--- config.mk ---
export PLATFORM = sky130hd
export DESIGN_NAME = fp_add_arbiter
export DESIGN_NICKNAME = d
export VERILOG_FILES = /design/src/rtl/fp_add_arbiter.sv
export SDC_FILE = /design/constraint.sdc
export NUM_CORES = 1
export LEC_CHECK = 0
export ABC_AREA = 1
export CORE_AREA = 2 2 158 160
export CTS_CLUSTER_DIAMETER = 60
export DETAILED_ROUTE_END_ITERATION = 10
export DIE_AREA = 0 0 160 162
export DONT_BUFFER_PORTS = 1
export GPL_TIMING_DRIVEN = 0
export PLACE_DENSITY = 0.53
export SYNTH_ARGS = -nofsm -noshare
export SYNTH_HDL_FRONTEND = slang
export SYNTH_SLANG_ARGS = --single-unit
--- constraint.sdc ---
create_clock -name clk -period 4.7 [get_ports clk]
set_input_delay 1.41 -clock clk [delete_from_list [all_inputs] [get_ports clk]]
set_output_delay 1.41 -clock clk [all_outputs]
set_load 0.005 [all_outputs]
--- src/rtl/fp_add_arbiter.sv ---
// fp_add_arbiter: round-robin arbiter/sequencer sharing one multi-cycle FP32
// adder between N_REQ requesters, with a watchdog abort on the adder.
// Optional feature: define FPARB_ZERO_BYPASS_EN to skip the adder when one
// operand is +/-0 and return the other operand directly.
module fp_add_arbiter #(
    parameter int N_REQ   = 4,
    parameter int TIMEOUT = 64
) (
    input  logic                     clk,
    input  logic                     rst,
    input  logic [N_REQ-1:0]         req_valid,
    input  logic [32*N_REQ-1:0]      req_x,
    input  logic [32*N_REQ-1:0]      req_y,
    output logic [N_REQ-1:0]         req_ready,
    output logic                     resp_valid,
    input  logic                     resp_ready,
    output logic [31:0]              resp_z,
    output logic [1:0]               resp_ovf,
    output logic [$clog2(N_REQ)-1:0] resp_id,
    output logic                     add_start,
    output logic [31:0]              add_x,
    output logic [31:0]              add_y,
    input  logic [31:0]              add_z,
    input  logic [1:0]               add_ovf,
    input  logic                     add_done
);

    localparam int          ID_W  = $clog2(N_REQ);
    localparam int          CNT_W = $clog2(TIMEOUT + 1);
    localparam int unsigned NR    = N_REQ;

    typedef enum logic [1:0] {IDLE, ISSUE, WAIT, RESP} state_t;

    state_t            state, next_state;
    logic [ID_W-1:0]   last_grant;
    logic [ID_W-1:0]   winner;
    logic [ID_W-1:0]   cand;
    logic              found;
    logic [31:0]       sel_x, sel_y;
    logic [CNT_W-1:0]  cnt;
    logic              timeout_hit;
    logic              bypass;
    logic [31:0]       bypass_z;

`ifdef FPARB_ZERO_BYPASS_EN
    logic x_zero, y_zero;
    assign x_zero   = (add_x[30:0] == 31'd0);
    assign y_zero   = (add_y[30:0] == 31'd0);
    assign bypass   = x_zero || y_zero;
    assign bypass_z = x_zero ? add_y : add_x;
`else
    assign bypass   = 1'b0;
    assign bypass_z = '0;
`endif

    assign timeout_hit = (cnt == CNT_W'(TIMEOUT));

    // Round-robin search starting one past the last served requester
    always_comb begin
        found  = 1'b0;
        winner = '0;
        cand   = '0;
        for (int unsigned i = 0; i < NR; i++) begin
            cand = ID_W'((32'(last_grant) + 32'd1 + i) % NR);
            if (!found && req_valid[cand]) begin
                found  = 1'b1;
                winner = cand;
            end
        end
        sel_x = req_x[32*winner +: 32];
        sel_y = req_y[32*winner +: 32];
    end

    // State register
    always_ff @(posedge clk) begin
        if (!rst) state <= IDLE;
        else      state <= next_state;
    end

    // Next-state logic and handshake/strobe outputs
    always_comb begin
        next_state = state;
        req_ready  = '0;
        add_start  = 1'b0;
        resp_valid = 1'b0;
        case (state)
            IDLE: begin
                if (found) begin
                    req_ready[winner] = 1'b1;
                    next_state        = ISSUE;
                end
            end
            ISSUE: begin
                if (bypass) begin
                    next_state = RESP;
                end else begin
                    add_start  = 1'b1;
                    next_state = WAIT;
                end
            end
            WAIT: begin
                if (add_done || timeout_hit) next_state = RESP;
            end
            RESP: begin
                resp_valid = 1'b1;
                if (resp_ready) next_state = IDLE;
            end
            default: next_state = IDLE;
        endcase
        // Outputs read as cleared while reset is asserted
        if (!rst) begin
            req_ready  = '0;
            add_start  = 1'b0;
            resp_valid = 1'b0;
        end
    end

    // Operand/result latches, watchdog counter and round-robin pointer
    always_ff @(posedge clk) begin
        if (!rst) begin
            add_x      <= '0;
            add_y      <= '0;
            resp_z     <= '0;
            resp_ovf   <= '0;
            resp_id    <= '0;
            cnt        <= '0;
            last_grant <= ID_W'(N_REQ - 1);
        end else begin
            case (state)
                IDLE: begin
                    if (found) begin
                        add_x   <= sel_x;
                        add_y   <= sel_y;
                        resp_id <= winner;
                    end
                end
                ISSUE: begin
                    cnt <= '0;
                    if (bypass) begin
                        resp_z   <= bypass_z;
                        resp_ovf <= 2'b00;
                    end
                end
                WAIT: begin
                    // A done pulse coinciding with the timeout returns the real result
                    if (add_done) begin
                        resp_z   <= add_z;
                        resp_ovf <= add_ovf;
                    end else if (timeout_hit) begin
                        resp_z   <= 32'hFFFF_FFFF;
                        resp_ovf <= 2'b11;
                    end else begin
                        cnt <= cnt + CNT_W'(1);
                    end
                end
                RESP: begin
                    if (resp_ready) last_grant <= resp_id;
                end
                default: ;
            endcase
        end
    end

endmodule

* After elaboration in Yosys (flattened, before gate mapping)
Index checks and enable logic that the tools add are counted.
Storage, ports and cells: register bits after elaboration 111, input bits 298
Operators by class: add/subtract/negate cells 5, order comparisons 6, equality and inequality tests 9, shift operators 2, muxes and demuxes 36, reductions and logical operators 16
Operator list (count):
- $shiftx A128 B8 Y32 | 2
- $mux W32 | 2
- $mux W2 | 9
- $lt A2 B3 Y1 const B | 5
- $mux W7 | 2
- $pmux W7 S2 | 1
- $mux W1 | 13
- $mux W4 | 3
- $ne A2 B2 Y1 const B | 5
- $bmux W1 S2 | 4
- $pmux W2 S4 | 1
- $add A7 B1 Y7 const B | 1
- $eq A7 B7 Y1 const B | 1
- $reduce_and A2 Y1 | 3
- $reduce_and A3 Y1 | 2
- $add A2 B1 Y2 const B | 2
- $add A2 B2 Y2 const B | 2
- $eq A2 B2 Y1 const B | 2
- $logic_and A1 B1 Y1 | 4
- $reduce_bool A2 Y1 | 2
- $logic_not A1 Y1 | 3
- $demux W1 S2 | 1
- $eq A2 B1 Y1 const B | 1
- $ge A2 B1 Y1 const B | 1
- 2 further kinds | 2

* Longest topological paths before layout
Gate-level depths: netlist of the first run.
word-level depth 20, mapped depth 16, depth with buffers taken out 13

* Least setup slack after synthesis of the first run
Ideal clock, no wire load.
path type input to output, start point input req_valid[2], end point output req_ready[1], arrival 2.424 ns, data required time 3.290 ns, slack 0.866 ns, stages on the path 11, path buffers 2, cell sequence nand2_1 -> nand2_1 -> nand2_1 -> nand2_1 -> nand2_1 -> nand2_1 -> nand2_2 -> buf_4 -> buf_2 -> nand3_1 -> nor2_1
Between the ends: word-level cells in the longest chain between the ends 19, elaborated cells on any way between the ends 30, classes of those cells order compare (2); mux (21); reduce/logical (7)
Ends and longest elaborated chain:
- start: declaration | line 11 | input logic [N_REQ-1:0] req_valid,
- $bmux W1 S2 | line 65 | if (!found && req_valid[cand]) begin
- $mux W1 (not written as such) | line 65
- $mux W1 | line 65
- $logic_not A1 Y1 | line 65
- $logic_and A1 B1 Y1 | line 65
- $mux W1 | line 65
- $logic_not A1 Y1 | line 65
- $logic_and A1 B1 Y1 | line 65
- [... 3 more ...]
- $mux W2 | line 65
- $lt A2 B3 Y1 (not written as such) / $ge A2 B1 Y1 (equally long branches) | line 89 | req_ready[winner] = 1'b1;
- $logic_and A1 B1 Y1 (not written as such) | line 89
- $mux W1 (not written as such) | line 89
- $demux W1 S2 | line 89
- $mux W4 * | line 88 | if (found) begin
- $mux W4 * | line 86 | case (state)
- $mux W4 * | line 111 | if (!rst) begin
- end: declaration | line 14 | output logic [N_REQ-1:0] req_ready,
Mark *: on every way between the ends. The rest lies on a longest branch, timed or not. The select of a mux whose other input is x is not followed.

* Worst setup path after layout of the first run
Ends and elaborated chain as after synthesis.

==> results.ini, run 1 <==
[power]
leakage_uw = 0.00318
pwr-share-clk_pct = 18.4
power_frac_seq_pct = 36.2
switching_share_pct = 47.6
ir_drop_mv = 0.165
switchingPower_uw = 2070
internal_power_uw = 2280
power_density_mw_per_mm2 = 594
p_comb_share_pct = 45.4

[routing]
drt_iter0_drc = 744
drc = 0
wire_per_inst_um = 22.0
routed_via_density = 5.50
vias = 7550
drt_wl_total_um = 30200
drt.antenna.violating_nets = 0
drtPass1Iterations = 7

[setup_path]
startpoint_type = primary input
required_ns = 3.29
crit_type = in2out
r2r_setup_slack_ns = 2.36
cp.arrival_ns = 2.90
r2r_start = last_grant[0]
reg2reg_to = add_y[14]
crit_fanout = 10
cp-end-kind = primary output
crit_start = req_valid[2]
crit_end = req_ready[1]
r2r.worst_path.cells = 13

[timing]
finalMaxSlewViolations = 0
rsz0062_at_grt = no
hold_slack_ns = 0.477
finalSetupViolCount = 0
hold_viol_final = 0
tns_ns = 0
period_share_pct = 91.7
worst_slew_pin_slew_ns = 0.764
clock.fmax_mhz = 232
final.setup_skew_ns = 0.0129
period_minus_slack_ns = 4.31
relSlewSlack_pct = 49.1

[grt]
antenna_found_initial = 1
gr-usage-all-layers_pct = 22.2
grt_start_max_net_pins = 22
grt-ovfl-total = 0
grt_pass1_vias = 7247
grt_pass1_wl_um = 44100

[floorplan]
dieWidth_um = 160
start_util_pct = 27.4
die_area_mm2 = 0.0259
die_h_um = 162
row_count = 57
design.core.area_mm2 = 0.0241
io_pins = 404

[clocking]
h-tree-depth = 3
ctsRootBufferMaster = clkbuf_16
clk_path_buf_depth = 2
cts_resized = 0
post_cts_buffers = 0
cts_tree = built
numCtsBuffers = 9
clkLatencyLatePin_ns = 0.36
clock_sinks = 111
postCtsHoldBufs = 0
path_clk_slew_ns = 0.09

[finish]
area_growth_pct = 10.8
drive_gt1_share_pct = 9.55
finalNonFillerCells = 1372
final_util_pct = 30.4
fillers = 2776
final_nets = 1347

[yosys]
avgSynthCellArea_um2 = 6.41
synth_cell_types = 27
synth.net_count = 1336
synth.area.top_cells = dfxtp_1 (34%), nand2_1 (18%), nand3_1 (15%)
ys_seq_area_share_pct = 33.6
synth_top_cell_by_area = dfxtp_1
syn_area_mm2 = 0.00661
synth_warnings = 0
synth_seq_cells = 111
yosysTopAreaCellShare_pct = 33.6
synthCells = 1031

[place]
port_buffers = 0
dp.final_hpwl_um = 23600
gp_congestion = 0.933
dp.cells = 1355

[run]
cap_viol_max_count = 0

[outcome]
outcome = finished clean

[min_path]
hold_path_class = reg2reg

flip-flops by register name, indices dropped and copies added, names as in the netlist:
signal / count
state: 2
resp_id: 2
add_x: 32
resp_ovf: 2
add_y: 32
cnt: 7
resp_z: 32
last_grant: 2
layout make-up:
| class | count | area (µm²) | area share (%) |
|---|---|---|---|
| inverter | 61 | 231 | 3.16 |
| tap | 324 | 405 | 5.54 |
| sequential | 111 | 2220 | 30.4 |
| antenna | 1 | 2.50 | 0.0342 |
| buffer | 96 | 482 | 6.58 |
| clock inverter | 7 | 77.6 | 1.06 |
| clock buffer | 9 | 225 | 3.08 |
| multi-input combinational | 763 | 3670 | 50.2 |
power groups by stage:
stage	sequential [µW]	clock, µW	combinational, µW
finish	1580	800	1970
global route	1620	861	2230
CTS	1580	831	1990
detailed placement	1600	0	1980
global placement	1600	0	1970
floorplan	1480	0	1420
critical path: stages:
cell and delay (ns):
nand2_1 0.03, nand2_1 0.09, nand2_1 0.07, nand2_1 0.10, nand2_1 0.09, nand3_2 0.15, buf_2 0.33, buf_2 0.30
nand3_1 0.17, nor2_1 0.16
metrics by stage:
step | worst slack [ns] | power (µW) | area (µm²)
floorplan | 0.866 | 2900 | 6610
global placement | 0.386 | 3570 | 7010
detailed placement | 0.356 | 3580 | 7010
CTS | 0.354 | 4400 | 7320
global route | 0.250 | 4710 | 7320
finish | 0.388 | 4350 | 7320
worst min path at each step:
stage,from,to,cells after the start
finish,resp_z[29],resp_z[29],2
global route,resp_z[2],resp_z[2],2
CTS,resp_z[22],resp_z[22],2
detailed placement,resp_z[22],resp_z[22],2
global placement,resp_z[4],resp_z[4],2
floorplan,resp_ovf[1],resp_ovf[1],2
placed cells by master, fill, tap and decap left out, types with 2 or more instances in the layout:
cell       Yosys  layout
clkbuf_1      20      20
xor2_1         2       2
o21ai_1        2       2
nor2_2         2       2
nand3_1      202     202
inv_2          3       3
clkinv_8       0       2
dfxtp_1      111     111
inv_1         57      57
a21oi_1       39      39
buf_6          2       2
nand2_2        4       4
ha_1           7       7
buf_1          5       5
clkinv_4       0       2
nand3_2        2       2
xnor2_1        2       2
buf_2         61      61
nand4_1      131     131
buf_4          8       8
nor2_1        13      13
nand2_1      313     313
clkbuf_16      0       9
o21ai_0       39      39
cells in the mapped netlist:
cell type and count:
inv_4 1, dfxtp_1 111, xnor2_1 2, inv_1 57
o21ai_1 2, o21ai_0 39, a22o_1 1, nand3_1 202
nor3_1 1, nand4_1 131, nand2_2 4, buf_6 2
inv_2 3, o21ai_2 1, nand3_2 2, a21oi_1 39
buf_1 5, nor2_2 2, buf_2 61, o211ai_1 1
xor2_1 2, clkbuf_1 20, buf_4 8, nor2_1 13
ha_1 7, a221oi_1 1, nand2_1 313
kinds of logic (layout without fill, tap and decap cells):
group	count (synthesis)	after routing	share of synthesized area (%)
buf+inv	157	173	10.8
fa+ha+maj	7	7	1.33
compound gates	84	84	6.57
flops	111	111	33.6
xor+xnor	4	4	0.530
simple gates	668	668	47.2
other cells	0	1	0
per-layer routing:
metal / GRT usage (%) / vias to the layer above / wire length [µm]
li1: - / 3541 / -
met1: 25.6 / 3521 / 11300
met2: 39.9 / 450 / 15100
met3: 6.82 / 38 / 3100
met4: 6.27 / 0 / 665
met5: 0 / - / 0
Power figures use the tool's default switching activity.
==> inputs of run 2 (changes only) <==
ABC_AREA = default   (was 1)
CORE_AREA = 2 2 156 158   (was 2 2 158 160)
DIE_AREA = 0 0 158 160   (was 0 0 160 162)
PLACE_DENSITY = 0.5   (was 0.53)
==> run 2 against run 1 <==
Total power is 26% lower. First-iteration DRC count decreased by 63%. Die area down 2.5%. Via count decreased by 39%. Clock power grew 1%. Non-clock buffer count shrank 49. Combinational power shrank 51%. Largest power group is now registers. Global-route usage fell by 6.9 points. Largest cell class unchanged. Fmax shrank 5.2%.
==> results.ini, run 2 <==
[outcome]
outcome = finished clean

[place]
port_buffers = 0
dp.cells = 887
gp_congestion = 0.779
dp.final_hpwl_um = 16200
placed_cell_area_mm2 = 0.00617

[routing]
vias = 4634
drt_wl_total_um = 20300
routed_via_density = 5.13
drt_iter0_drc = 273
drc = 0
wire_per_inst_um = 22.5
drtPass1Iterations = 4
drt.antenna.violating_nets = 0

[yosys]
ys_seq_area_share_pct = 38.6
syn_area_mm2 = 0.00576
yosysTopAreaCellShare_pct = 38.6
avgSynthCellArea_um2 = 10.2
synth-edff-count = 0
synth_flop_cell = dfxtp_1
synthTopCellsByCount = mux2i_1 (130), dfxtp_1 (111), nand2_1 (72)
synth.area.top_cells = dfxtp_1 (39%), mux2i_1 (23%), o221ai_1 (6.7%)
synth_warnings = 0
yosysMostFrequentCell = mux2i_1
synth.net_count = 868
synth-async-reset-ratio_pct = 0
synth_top_cell_by_area = dfxtp_1
synth_seq_cells = 111
synthCells = 563
synth_cell_types = 42

[grt]
grt_pass1_vias = 4604
grt_pass1_wl_um = 28800
gr-usage-all-layers_pct = 15.3
antenna_found_initial = 2
grt_start_max_net_pins = 24
grt-ovfl-total = 0

[finish]
area_growth_pct = 12.5
finalNonFillerCells = 904
reg_top3 = add_x x32, add_y x32, resp_z x32
drive_gt1_share_pct = 18.9
fillers = 2565
finalInstanceArea_mm2 = 0.00648
final_nets = 878
layout_commonest_cell = mux2i_1
final_cell_mix = mux2i_1 (130), dfxtp_1 (111), nand2_1 (72)

[setup_path]
crit_fanout = 10
cp_num_buf_inv = 3
cpMostUsedCell = buf_2
cpPeakStageDelay_ns = 0.44
crit_slowest_cell = nor4_1
path_cells = nor4_1 -> nor2b_1 -> buf_2 -> nand2_1 -> or2_1 -> buf_2 -> buf_2 -> nor2_1
startpoint_type = primary input
required_ns = 3.29
cp.arrival_ns = 3.14
cp-end-kind = primary output
crit_type = in2out
crit_family = simple AND/OR/NAND/NOR gates

[clocking]
clkLatencyLatePin_ns = 0.36
clock_sinks = 111
post_cts_buffers = 0
clk_path_buf_depth = 2
cts_tree = built
h-tree-depth = 3
cts_resized = 0
path_clk_slew_ns = 0.08
numCtsBuffers = 9
ctsRootBufferMaster = clkbuf_16
postCtsHoldBufs = 0

[timing]
relSlewSlack_pct = 52.1
worst_slew_pin_slew_ns = 0.713
period_minus_slack_ns = 4.55
rsz0062_at_grt = no
final.setup_skew_ns = 0.0186
hold_viol_final = 0
finalMaxSlewViolations = 0
tns_ns = 0
period_share_pct = 96.7
finalSetupViolCount = 0
clock.fmax_mhz = 220

[min_path]
hold_path_class = reg2reg

[power]
power_density_mw_per_mm2 = 493
p_total_uw = 3200
leakage_uw = 0.00254
ir_drop_mv = 0.165

[floorplan]
die_h_um = 160
io_pins = 404
design.core.area_mm2 = 0.0238
dieWidth_um = 158
die_area_mm2 = 0.0253
row_count = 57
start_util_pct = 24.2

[run]
cap_viol_max_count = 0

run 2: cell types whose count changed after synthesis, moves of 6 or more:
cell / change
buf_2: -51
inv_1: -50
o221ai_1: +44
o221a_2: +34
o22ai_2: +10
a21oi_1: -31
o22ai_1: +10
mux2i_1: +130
o21ai_0: -39
nand3_1: -197
mux2_2: +20
nand4_1: -129
nand2_1: -241
nor2_1: +6
run 2: cells by family after synthesis:
group / share of synthesized area, %
adder cells (fa/ha/maj): 1.52
AND/OR/NAND/NOR: 8.58
buffers and inverters: 5.23
multiplexers: 26.5
AO/OA/AOI/OAI: 19.2
flip-flops: 38.6
XOR/XNOR: 0.456
run 2: worst paths after layout:
| kind | start | to | slack, ns | depth (start not counted) |
|---|---|---|---|---|
| min reg2reg | add_x[21] | add_x[21] | 0.50 | 2 |
| min | add_x[21] | add_x[21] | 0.50 | 2 |
| max reg2reg | state[0] | add_y[28] | 2.36 | 7 |
| max | req_valid[3] | req_ready[0] | 0.15 | 8 |
run 2: worst min-delay path: cells and delay by family, from the launching register on:
| kind | cells | cell delay [ns] |
|---|---|---|
| AO/OA/AOI/OAI | 1 | 0.06 |
| flip-flops | 1 | 0.33 |
| AND/OR/NAND/NOR | 1 | 0.06 |
run 2: per-layer routing:
metal / vias to the layer above / routed length [µm] / global-route usage, %
li1: 2147 / - / -
met1: 2212 / 7990 / 17.7
met2: 253 / 10300 / 26.7
met3: 22 / 1680 / 4.67
met4: 0 / 398 / 5.24
met5: - / 0 / 0
run 2: cell type report:
cell class                      count  area [µm²]  share of cell area, %
Inverter                            9        33.8                  0.521
Clock buffer                        9         225                   3.47
Clock inverter                      7        88.8                   1.37
Buffer                             47         264                   4.07
Multi-Input combinational cell    395        3240                   50.0
Sequential cell                   111        2220                   34.3
Antenna cell                        2        5.00                 0.0772
Tap cell                          324         405                   6.25
run 2: through the flow:
step           util (%)  hold slack, ns  setup WS (ns)
6_report           27.2           0.498          0.153
3_5_place_dp       25.9           0.476         0.0611
4_1_cts            27.2           0.502         0.0637
3_3_place_gp       25.9           0.481         0.0916
5_1_grt            27.2           0.523         0.0152
2_1_floorplan         -           0.457          0.746
run 2: power by group:
part	switching, µW	internal (µW)	total (µW)	leakage (µW)
Combinational	548	419	967	0.00148
Clock	423	389	812	0.000153
Sequential	225	1190	1420	0.000911
Total	1200	2000	3200	0.00254
